### src/rtl/corescore_polarfire_reset_ctrl.sv
// PLL-lock driven staged reset controller for the PolarFire corescore build.
// Qualifies a synchronised PLL lock, releases peripherals then cores, and on a
// filtered lock loss re-asserts both resets, counts the event and re-arms.
module corescore_polarfire_reset_ctrl #(
    parameter int unsigned SYNC_STAGES = 2,
    parameter int unsigned LOCK_CYCLES = 1024,
    parameter int unsigned STAGE_GAP   = 16,
    parameter int unsigned LOSS_FILTER = 4,
    parameter int unsigned CNT_W       = 8
) (
    input  logic             i_clk,
    input  logic             i_rst,
    input  logic             i_pll_lock,
    output logic             o_rst_periph,
    output logic             o_rst_core,
    output logic             o_ready,
    output logic [CNT_W-1:0] o_loss_cnt,
    output logic [2:0]       o_state
);

    localparam int unsigned CycMax = (LOCK_CYCLES > STAGE_GAP) ? LOCK_CYCLES : STAGE_GAP;
    localparam int unsigned CycW   = $clog2(CycMax + 1);
    localparam int unsigned LowW   = $clog2(LOSS_FILTER + 1);

    localparam logic [CycW-1:0] LockLast = CycW'(LOCK_CYCLES - 1);
    localparam logic [CycW-1:0] GapLast  = CycW'(STAGE_GAP - 1);
    localparam logic [LowW-1:0] LowLast  = LowW'(LOSS_FILTER - 1);

    typedef enum logic [2:0] {
        StWaitLock = 3'd0,
        StStable   = 3'd1,
        StRelease  = 3'd2,
        StRun      = 3'd3,
        StLost     = 3'd4
    } state_e;

    state_e                 state_q, state_d;
    logic [SYNC_STAGES-1:0] sync_q;
    logic [CycW-1:0]        cyc_q, cyc_d;
    logic [LowW-1:0]        low_q, low_d;
    logic                   periph_q, periph_d;
    logic                   core_q, core_d;
    logic                   ready_q, ready_d;
    logic [CNT_W-1:0]       loss_q, loss_d;
    logic                   lock_s;
    logic                   watching;
    logic                   loss_hit;

    assign lock_s = sync_q[SYNC_STAGES-1];

    // Lock synchroniser: raw PLL_LOCK is asynchronous to the fabric clock.
    always_ff @(posedge i_clk) begin
        if (i_rst) begin
            sync_q <= '0;
        end else begin
            sync_q <= {sync_q[SYNC_STAGES-2:0], i_pll_lock};
        end
    end

    // Low-run filter only matters once the peripherals have been released.
    always_comb begin
        watching = (state_q == StRelease) || (state_q == StRun);
        loss_hit = watching && !lock_s && (low_q == LowLast);
        low_d    = '0;
        if (watching && !lock_s) begin
            low_d = low_q + LowW'(1);
        end
    end

    // Next-state and registered-output logic; losses take priority over release progress.
    always_comb begin
        state_d  = state_q;
        cyc_d    = cyc_q;
        periph_d = periph_q;
        core_d   = core_q;
        ready_d  = ready_q;
        loss_d   = loss_q;

        unique case (state_q)
            StWaitLock: begin
                cyc_d    = '0;
                periph_d = 1'b1;
                core_d   = 1'b1;
                ready_d  = 1'b0;
                if (lock_s) begin
                    state_d = StStable;
                end
            end
            StStable: begin
                if (!lock_s) begin
                    state_d = StWaitLock;
                    cyc_d   = '0;
                end else if (cyc_q == LockLast) begin
                    state_d  = StRelease;
                    cyc_d    = '0;
                    periph_d = 1'b0;
                end else begin
                    cyc_d = cyc_q + CycW'(1);
                end
            end
            StRelease: begin
                if (!loss_hit) begin
                    if (cyc_q == GapLast) begin
                        state_d = StRun;
                        cyc_d   = '0;
                        core_d  = 1'b0;
                        ready_d = 1'b1;
                    end else begin
                        cyc_d = cyc_q + CycW'(1);
                    end
                end
            end
            StRun: begin
                cyc_d = '0;
            end
            StLost: begin
                state_d = StWaitLock;
                cyc_d   = '0;
            end
            default: begin
                state_d  = StWaitLock;
                cyc_d    = '0;
                periph_d = 1'b1;
                core_d   = 1'b1;
                ready_d  = 1'b0;
            end
        endcase

        // Both resets re-assert together on the edge that enters LOST.
        if (loss_hit) begin
            state_d  = StLost;
            cyc_d    = '0;
            periph_d = 1'b1;
            core_d   = 1'b1;
            ready_d  = 1'b0;
            if (loss_q != '1) begin
                loss_d = loss_q + CNT_W'(1);
            end
        end
    end

    // State, counters and reset outputs; i_rst overrides everything.
    always_ff @(posedge i_clk) begin
        if (i_rst) begin
            state_q  <= StWaitLock;
            cyc_q    <= '0;
            low_q    <= '0;
            periph_q <= 1'b1;
            core_q   <= 1'b1;
            ready_q  <= 1'b0;
            loss_q   <= '0;
        end else begin
            state_q  <= state_d;
            cyc_q    <= cyc_d;
            low_q    <= low_d;
            periph_q <= periph_d;
            core_q   <= core_d;
            ready_q  <= ready_d;
            loss_q   <= loss_d;
        end
    end

    assign o_rst_periph = periph_q;
    assign o_rst_core   = core_q;
    assign o_ready      = ready_q;
    assign o_loss_cnt   = loss_q;
    assign o_state      = state_q;

endmodule

### config.mk
export PLATFORM = sky130hd
export DESIGN_NAME = corescore_polarfire_reset_ctrl
export DESIGN_NICKNAME = d
export VERILOG_FILES = /design/src/rtl/corescore_polarfire_reset_ctrl.sv
export SDC_FILE = /design/constraint.sdc
export NUM_CORES = 1
export LEC_CHECK = 0
export BUFFER_PORTS_ARGS = -buffer_cell sky130_fd_sc_hd__buf_2
export CORE_MARGIN = 3
export CORE_UTILIZATION = 45
export DETAILED_ROUTE_END_ITERATION = 16
export MAX_ROUTING_LAYER = met4
export PLACE_DENSITY = 0.61
export SYNTH_ARGS = -nofsm -noshare
export SYNTH_HDL_FRONTEND = slang
export SYNTH_SLANG_ARGS = --single-unit
export TNS_END_PERCENT = 5
### constraint.sdc
create_clock -name i_clk -period 1.9 [get_ports i_clk]
set_clock_uncertainty 0.05 [all_clocks]
set_input_delay 0.38 -clock i_clk [delete_from_list [all_inputs] [get_ports i_clk]]
set_output_delay 0.38 -clock i_clk [all_outputs]
set_load 0.02 [all_outputs]
==> metrics.md, run 1 <==
| Metric | Value |
|---|---|
| Status | `finished, final reports clean` |
| Final std cells w/o fill | `204` |
| H-tree levels | `2` |
| CTS Buffer Depth | `2` |
| Vias | `1106` |
| Syn nets | `160` |
| Distinct cell type count after synthesis | `44` |
| Hold Path Cell Cnt | `2` |
| Overflow after GRT | `0` |
| Family with the most delay on the worst path | `simple AND/OR/NAND/NOR gates` |
| Die Width | `61.58 µm` |
| FFs w/ async S/R, synth | `0%` |
| RSZ-0062 raised after global routing | `false` |
| Final ANT Viol Nets | `0` |
| Max stage delay on crit path | `0.35 ns` |
| Endpoints failing hold | `0` |
| Global-route wire length before repair | `4209 µm` |
| Top_reg_cell synth | `dfxtp_1` |
| Yosys Warn Count | `0` |
| Crit start category | `flop` |
| Synth Register Bits | `30` |
| Final HPWL DP | `1779 µm` |
| Req. time, crit path | `2.08 ns` |
| # diodes | `0` |
| Seq/Total Area, Yosys | `43.20%` |
| Dpl cells | `196` |
| Max cap viols | `0` |
| CP max-delay cell | `dfxtp_1` |
| Slew HR | `70.92%` |
| Core Box Area | `0.002853 mm²` |
| Total Power | `1.122 mW` |
| Worst skew pair latency | `0.33 ns` |
| Worst-margin pin slew | `0.4362 ns` |
| Critical path depth | `6` |
| Pin count of the biggest net entering global routing | `18` |
| Initial core utilization | `48.73%` |
| Clk sinks | `30` |
| Period minus WS final | `1.751 ns` |
| RD Place Congestion | `0.7947` |
| EDFF count, synth | `0` |
| Syn Inst Count | `153` |
| DRT Pass-1 Iters | `4` |
| Final net count | `179` |
| Area grow syn2layout | `12.78%` |
| Crit. End Element | `flop` |
| Post-CTS setup buffer count | `0` |
| Num rows | `19` |
| Vias/cell | `5.422` |
| Syn Std Cell Area | `0.001390 mm²` |
| Layout cells sized above 1 | `19.65%` |
| Critical path cell sequence | `ha_1 -> ha_1 -> and4bb_4 -> o21ai_2 -> nor4_2 -> mux2_1` |
| Setup TNS Final | `0 ns` |
| Top Ports | `17` |
| Cts bufs inserted | `5` |
| Post-synth top area share | `43.20%` |
| Residual DRC | `0` |
| WS Path Type | `reg -> reg` |
| Most frequent CP cell | `ha_1` |
| Largest area contributor in the netlist | `dfxtp_1` |
| Max Freq | `0.5713 GHz` |
| Routed len/inst | `11.90 µm` |
| Final setup vio count | `0` |
| Root Buffer | `clkbuf_4` |
| Slew Viols, Final | `0` |
| Initial DRC count | `34` |
| Main area contributors after synthesis | `dfxtp_1, nor2_1, ha_1, nand3_1, xnor2_1` |
| Worst EP arrival | `1.93 ns` |
| Hold bufs inserted after CTS | `0` |
| Static Leak | `0.5724 nW` |
| Hold Path Class | `in -> reg` |
| Final period utilization | `92.13%` |
| Clk slew on worst S/H paths | `0.10 ns` |
| Fill count | `278` |
| Port bufs | `16` |
| Final WL | `2428 µm` |
| Vias in the first global route | `1002` |
| Antenna violations before repair | `0` |
| Die height | `61.58 µm` |
| Worst-path maximum fanout | `11` |
| Reg2Reg Depth | `6` |
| Number of buffers and inverters on the critical path | `0` |
| Gr usage total | `15.59%` |
| P per Cell Area | `715.5 mW/mm²` |
| Peak supply drop | `0.4474 mV` |
| Die footprint | `0.003792 mm²` |
| TritonCTS clock tree | `built` |
| Avg Inst Size Synth | `9.086 µm²` |
==> per-stage QoR <==
stage / worst slack, ns / cell area [µm²] / utilization, % / hold WS (ns)
3_3_place_gp: 0.1817 / 1483 / 51.97 / 0.3536
2_1_floorplan: 0.1627 / 1390 / - / 0.3474
5_1_grt: 0.01308 / 1568 / 54.96 / 0.2044
3_5_place_dp: 0.08256 / 1483 / 51.97 / 0.3735
6_report: 0.1495 / 1568 / 54.96 / 0.2025
4_1_cts: 0.07431 / 1562 / 54.74 / 0.1949
==> cell type report <==
class	count	area [µm²]	share of cell area [%]
clock buffer	8	78.83	5.028
tap	31	38.79	2.474
multi-input combinational	111	732.0	46.69
sequential	30	600.6	38.31
timing repair buffer	18	95.09	6.065
inverter	6	22.52	1.437
==> worst paths after layout <==
path / end / start / slack [ns]
worst max-delay path: o_loss_cnt[7]$_SDFFE_PP0P_ / low_q[0]$_SDFF_PP0_ / 0.15
worst max register to register: o_loss_cnt[7]$_SDFFE_PP0P_ / low_q[0]$_SDFF_PP0_ / 0.15
worst min-delay path: sync_q[0]$_SDFF_PP0_ / i_pll_lock / 0.20
worst min register to register: low_q[0]$_SDFF_PP0_ / low_q[0]$_SDFF_PP0_ / 0.38
==> synth_stat cells, types with 2 or more instances <==
| master | count |
|---|---|
| dfxtp_1 | 30 |
| nor2_1 | 24 |
| nand3_1 | 9 |
| nand2_1 | 7 |
| inv_1 | 6 |
| nor2b_1 | 6 |
| nor3_1 | 5 |
| xnor2_1 | 5 |
| xor2_1 | 5 |
| a21oi_1 | 4 |
| ha_1 | 4 |
| o21ai_0 | 4 |
| o22ai_1 | 4 |
| clkbuf_1 | 3 |
| nand4_1 | 3 |
| or3_1 | 3 |
| and3_1 | 2 |
| buf_6 | 2 |
| nand2b_1 | 2 |
==> report_power, final <==
| part | internal (mW) | switching [mW] | total (mW) |
|---|---|---|---|
| Sequential | 0.631 | 0.00197 | 0.633 |
| Combinational | 0.00688 | 0.0121 | 0.0190 |
| Clock | 0.253 | 0.218 | 0.470 |
| Total | 0.890 | 0.232 | 1.12 |
==> logic make-up (layout without fill, tap and decap cells) <==
| family | Yosys count | count (layout) | share of synthesized area (%) |
|---|---|---|---|
| AOI/OAI and AO/OA | 22 | 22 | 12.24 |
| muxes | 2 | 2 | 1.530 |
| xor gates and xnor gates | 10 | 10 | 6.300 |
| DFF | 30 | 30 | 43.20 |
| adders and majority gates | 4 | 4 | 3.601 |
| buffers and inverters | 12 | 32 | 4.590 |
| and+or+nand+nor | 73 | 73 | 28.53 |
==> cells in the final DEF (no fill, tap or decap), types with 4 or more instances in the layout <==
master    count
buf_2        16
o22ai_1       4
clkbuf_4      5
ha_1          4
nor2b_1       6
nor3_1        5
xor2_1        5
dfxtp_1      30
inv_1         6
xnor2_1       5
nand3_1       9
nor2_1       24
a21oi_1       4
nand2_1       7
o21ai_0       4
==> sequential cells by signal, summed over array words and instances, names as in the netlist <==
register	count
sync_q	2
o_rst_core	1
o_loss_cnt	8
o_state	3
o_ready	1
low_q	3
o_rst_periph	1
cyc_q	11
==> timing repair <==
action | CTS | global route
gates resized for setup | 0 | 1
endpoints found under the hold margin | 0 | 0
endpoints found under the setup margin | 0 | 1
==> layer usage <==
metal	wire length, µm	vias to the layer above	GRT usage [%]	share of wire, %
met3	93	6	5.660	3.8
met4	55	0	7.273	2.3
met5	0	-	-	0
met2	1079	17	22.72	44
met1	1200	511	19.04	49
li1	-	572	-	-
Note: power is estimated with default switching activity, not from simulation.
==> run 2, diff against run 1 <==
--- a/config.mk
+++ b/config.mk
@@ -6,8 +6,10 @@
 export NUM_CORES = 1
 export LEC_CHECK = 0
 export BUFFER_PORTS_ARGS = -buffer_cell sky130_fd_sc_hd__buf_2
+export CORE_ASPECT_RATIO = 1.5
 export CORE_MARGIN = 3
 export CORE_UTILIZATION = 45
+export CTS_BUF_LIST = sky130_fd_sc_hd__clkbuf_4 sky130_fd_sc_hd__clkbuf_8
 export DETAILED_ROUTE_END_ITERATION = 16
 export MAX_ROUTING_LAYER = met4
 export PLACE_DENSITY = 0.61
==> metrics.md, run 2 (synthesis gave the netlist of run 1 again) <==
| Metric | Value |
|---|---|
| Status | `finished, final reports clean` |
| Residual DRC | `0` |
| Post-layout util | `54.17%` |
| Final period utilization | `91.34%` |
| Pin count of the biggest net entering global routing | `18` |
| Endpoints failing hold | `0` |
| Setup TNS Final | `0 ns` |
| Top Ports | `17` |
| Commonest non-fill, non-tap cell in the layout | `dfxtp_1` |
| Final HPWL DP | `1971 µm` |
| Worst-path maximum fanout | `11` |
| Global-route wire length before repair | `4567 µm` |
| Die footprint | `0.003806 mm²` |
| Period minus WS final | `1.736 ns` |
| Commonest cells after routing, fill and taps aside | `dfxtp_1, nor2_1, buf_2, nand3_1, nand2_1` |
| Final setup vio count | `0` |
| Top reg by flops | `cyc_q` |
| Pint | `0.9285 mW` |
| Final net count | `179` |
| Worst-margin pin slew | `0.4599 ns` |
| Core Box Area | `0.002943 mm²` |
| # diodes | `0` |
| Post-CTS setup buffer count | `0` |
| Initial core utilization | `47.24%` |
| Vias/cell | `5.358` |
| Clk slew on worst S/H paths | `0.06 ns` |
| Final WL | `2658 µm` |
| Sequential cell area | `600.6 µm²` |
| CTS Buffer Depth | `2` |
| Sw power | `0.2479 mW` |
| Clk pwr share | `44.6%` |
| Crit. End Element | `flop` |
| H-tree levels | `2` |
| Root Buffer | `clkbuf_8` |
| Area grow syn2layout | `14.67%` |
| Vias | `1136` |
| WS Path Type | `reg -> reg` |
| Die Width | `51.38 µm` |
| Max Freq | `0.5762 GHz` |
| Cts bufs inserted | `5` |
| PostCTS Resize Cnt | `0` |
| Static Leak | `0.5751 nW` |
| Max reg flops | `11` |
| Fill count | `321` |
| Overflow after GRT | `0` |
| Share of power burned in registers | `53.8%` |
| RSZ-0062 raised after global routing | `false` |
| Slew Viols, Final | `0` |
| Hold WS | `0.2593 ns` |
| Switch share | `21.07%` |
| Dpl cell area | `0.001493 mm²` |
| Num rows | `24` |
| Layout cells sized above 1 | `19.65%` |
| P per Cell Area | `738.0 mW/mm²` |
| TritonCTS clock tree | `built` |
| Die height | `74.07 µm` |
| RD Place Congestion | `0.7938` |
| Hold Path Class | `in -> reg` |
| Crit start category | `flop` |
| Slew HR | `69.10%` |
| Routed len/inst | `12.54 µm` |
| Total Power | `1.176 mW` |
| Port bufs | `16` |
| Final Cell Area | `0.001594 mm²` |
| Combinational cell fraction of total power | `1.6%` |
| Gr usage total | `16.93%` |
| Hold bufs inserted after CTS | `0` |
| Antenna violations before repair | `0` |
| Final ANT Viol Nets | `0` |
| Peak supply drop | `0.4823 mV` |
| Worst skew pair latency | `0.28 ns` |
| Max cap viols | `0` |
| Initial DRC count | `31` |
| Worst EP arrival | `1.85 ns` |
| Req. time, crit path | `2.01 ns` |
| Multi-input gate area | `732.0 µm²` |
| DRT Pass-1 Iters | `5` |
| Clk sinks | `30` |
| Vias in the first global route | `1069` |
==> run 2: worst max-delay path, stage by stage, from the launching register on <==
cell and delay, ns:
dfxtp_1 0.33, ha_1 0.15, ha_1 0.16, and4bb_4 0.27, o21ai_2 0.14, nor4_2 0.18, mux2_1 0.34
==> run 2: final timing paths <==
check                      startpoint                          to  slack [ns]  cells after the start
hold reg to reg   low_q[0]$_SDFF_PP0_         low_q[0]$_SDFF_PP0_        0.38                      1
setup / recovery  low_q[0]$_SDFF_PP0_  o_loss_cnt[7]$_SDFFE_PP0P_        0.16                      6
hold / removal             i_pll_lock        sync_q[0]$_SDFF_PP0_        0.26                      2
setup reg to reg  low_q[0]$_SDFF_PP0_  o_loss_cnt[7]$_SDFFE_PP0P_        0.16                      6
==> run 2: cell type report <==
class                           instances  share of cell area [%]
Multi-Input combinational cell        111                   45.92
Sequential cell                        30                   37.68
Timing Repair Buffer                   18                   5.965
Clock buffer                            6                   5.181
Tap cell                               39                   3.061
Inverter                                6                   1.413
Clock inverter                          2                  0.7849
==> run 2: power by group through the flow <==
stage | registers (mW) | clock network (mW) | logic (mW)
2_1_floorplan | 0.647 | 0 | 0.0136
3_3_place_gp | 0.647 | 0 | 0.0186
3_5_place_dp | 0.647 | 0 | 0.0188
4_1_cts | 0.633 | 0.552 | 0.0188
5_1_grt | 0.633 | 0.583 | 0.0215
6_report | 0.633 | 0.525 | 0.0186
==> run 2: through the flow <==
step                      setup WS [ns]  std cells
final                            0.1644        212
after global routing            0.02202        212
after CTS                       0.08453        212
after detailed placement         0.1039        204
after global placement           0.1620        204
after floorplan                  0.1627        153
==> run 2: routing by layer <==
metal	wire length [µm]	part of all wire, %	up-vias	GRT usage (%)
met2	1394	52	19	27.62
li1	-	-	573	-
met4	63	2.4	0	10.20
met5	0	0	-	-
met1	1074	40	539	16.69
met3	126	4.7	5	6.814
==> run 3, diff against run 2 <==
--- a/config.mk
+++ b/config.mk
@@ -13,6 +13,7 @@
 export DETAILED_ROUTE_END_ITERATION = 16
 export MAX_ROUTING_LAYER = met4
 export PLACE_DENSITY = 0.61
+export SETUP_SLACK_MARGIN = 0.4
 export SYNTH_ARGS = -nofsm -noshare
 export SYNTH_HDL_FRONTEND = slang
 export SYNTH_SLANG_ARGS = --single-unit
==> metrics.md, run 3 (synthesis gave the netlist of run 1 again) <==
| Metric | Value |
|---|---|
| Status | `finished, final reports clean` |
| Max Freq | `0.6011 GHz` |
| Core Box Area | `0.002943 mm²` |
| Global-route wire length before repair | `4857 µm` |
| Reg2Reg Depth | `6` |
| Gr usage total | `17.61%` |
| Vias in the first global route | `1131` |
| Combinational cell fraction of total power | `1.6%` |
| Switch share | `19.88%` |
| Setup TNS Final | `0 ns` |
| Top reg by flops | `cyc_q` |
| Area grow syn2layout | `21.51%` |
| RSZ-0062 raised after global routing | `true` |
| Total Power | `1.253 mW` |
| Commonest non-fill, non-tap cell in the layout | `dfxtp_1` |
| Clk slew on worst S/H paths | `0.06 ns` |
| Max stage delay on crit path | `0.42 ns` |
| Overflow after GRT | `0` |
| Port bufs | `16` |
| Die Width | `51.38 µm` |
| H-tree levels | `2` |
| Req. time, crit path | `2.07 ns` |
| Worst-path maximum fanout | `5` |
| Num rows | `24` |
| Commonest cells after routing, fill and taps aside | `dfxtp_1, nor2_1, buf_2, nand3_1, clkbuf_8` |
| Crit start category | `flop` |
| Worst-margin pin slew | `0.4357 ns` |
| CP max-delay cell | `or4_1` |
| Final net count | `184` |
| # diodes | `0` |
| Pin count of the biggest net entering global routing | `18` |
| Final WL | `2967 µm` |
| Layout cells sized above 1 | `26.40%` |
| Hold bufs inserted after CTS | `0` |
| Max cap viols | `0` |
| Pint | `1.004 mW` |
| Final ANT Viol Nets | `0` |
| Vias | `1187` |
| Worst EP arrival | `1.83 ns` |
| DRT Pass-1 Iters | `4` |
| Routed len/inst | `13.67 µm` |
| Initial DRC count | `23` |
| Clk pwr share | `47.9%` |
| Worst skew pair latency | `0.28 ns` |
| Root Buffer | `clkbuf_8` |
| Die footprint | `0.003806 mm²` |
| Dpl cells | `203` |
| RD Place Congestion | `0.7532` |
| Final std cells w/o fill | `217` |
| Endpoints failing hold | `0` |
| Max reg flops | `11` |
| Critical path cell sequence | `ha_1 -> ha_1 -> and4bb_4 -> o21ai_2 -> or4_1 -> a21oi_2` |
| Final setup vio count | `0` |
| Antenna violations before repair | `0` |
| Top Ports | `17` |
| CTS Buffer Depth | `2` |
| Final HPWL DP | `2073 µm` |
| Period minus WS final | `1.664 ns` |
| Hold Path Class | `in -> reg` |
| Peak supply drop | `0.6765 mV` |
| Vias/cell | `5.470` |
| Slew HR | `70.71%` |
| Post-layout util | `57.40%` |
| Crit. End Element | `flop` |
| Final period utilization | `87.56%` |
| Static Leak | `0.6191 nW` |
| Residual DRC | `0` |
| Clk sinks | `30` |
| Hold Path Cell Cnt | `2` |
| Slew Viols, Final | `0` |
| Share of power burned in registers | `50.6%` |
| Most frequent CP cell | `ha_1` |
| Sw power | `0.2490 mW` |
| Die height | `74.07 µm` |
| WS Path Type | `reg -> reg` |
| Cts bufs inserted | `5` |
| P per Cell Area | `741.6 mW/mm²` |
| TritonCTS clock tree | `built` |
| Initial core utilization | `47.24%` |
run 3: worst paths after layout:
path                                           from                          to  slack [ns]
worst max-delay path            low_q[0]$_SDFF_PP0_  o_loss_cnt[5]$_SDFFE_PP0P_        0.24
worst min-delay path                     i_pll_lock        sync_q[0]$_SDFF_PP0_        0.26
worst max register to register  low_q[0]$_SDFF_PP0_  o_loss_cnt[5]$_SDFFE_PP0P_        0.24
worst min register to register  low_q[0]$_SDFF_PP0_         low_q[0]$_SDFF_PP0_        0.37
run 3: power groups by stage:
stage	registers, mW	logic [mW]	clock network [mW]
6_report	0.633	0.0196	0.600
5_1_grt	0.633	0.0220	0.637
4_1_cts	0.633	0.0190	0.617
3_5_place_dp	0.647	0.0190	0
3_3_place_gp	0.647	0.0186	0
2_1_floorplan	0.647	0.0136	0
run 3: repair_timing:
action                     CTS  global route
gates resized for setup      3             6
cloned                       0             1
setup buffers                3             2
pin swaps                    1             2
setup endpoints to repair   23            25
run 3: cell type report:
type | count | area, µm²
Clock buffer | 8 | 110.1
Fill cell | 293 | 1254
Inverter | 6 | 22.52
Multi-Input combinational cell | 112 | 780.7
Sequential cell | 30 | 601.8
Tap cell | 39 | 48.80
Timing Repair Buffer | 22 | 125.1
run 3: worst max-delay path, delay by kind of cell (launching register included):
family | cells | cell delay [ns]
fa+ha+maj | 2 | 0.29
flops | 1 | 0.33
simple gates | 2 | 0.70
compound gates | 2 | 0.22
run 3: through the flow:
| step | area (µm²) | setup slack [ns] | hold slack, ns |
|---|---|---|---|
| global placement | 1493 | 0.2146 | 0.3551 |
| global route | 1689 | 0.1309 | 0.2944 |
| detailed placement | 1493 | 0.1439 | 0.3628 |
| floorplan | 1398 | 0.2374 | 0.3474 |
| CTS | 1639 | 0.2474 | 0.2481 |
| finish | 1689 | 0.2364 | 0.2579 |
run 3: per-layer routing:
metal  GRT usage, %  part of all wire (%)  vias to the layer above
li1               -                     -                      588
met1          16.94                    38                      571
met2          31.44                    56                       22
met3          5.611                   3.7                        6
met4          8.163                   2.1                        0
met5              -                     0                        -
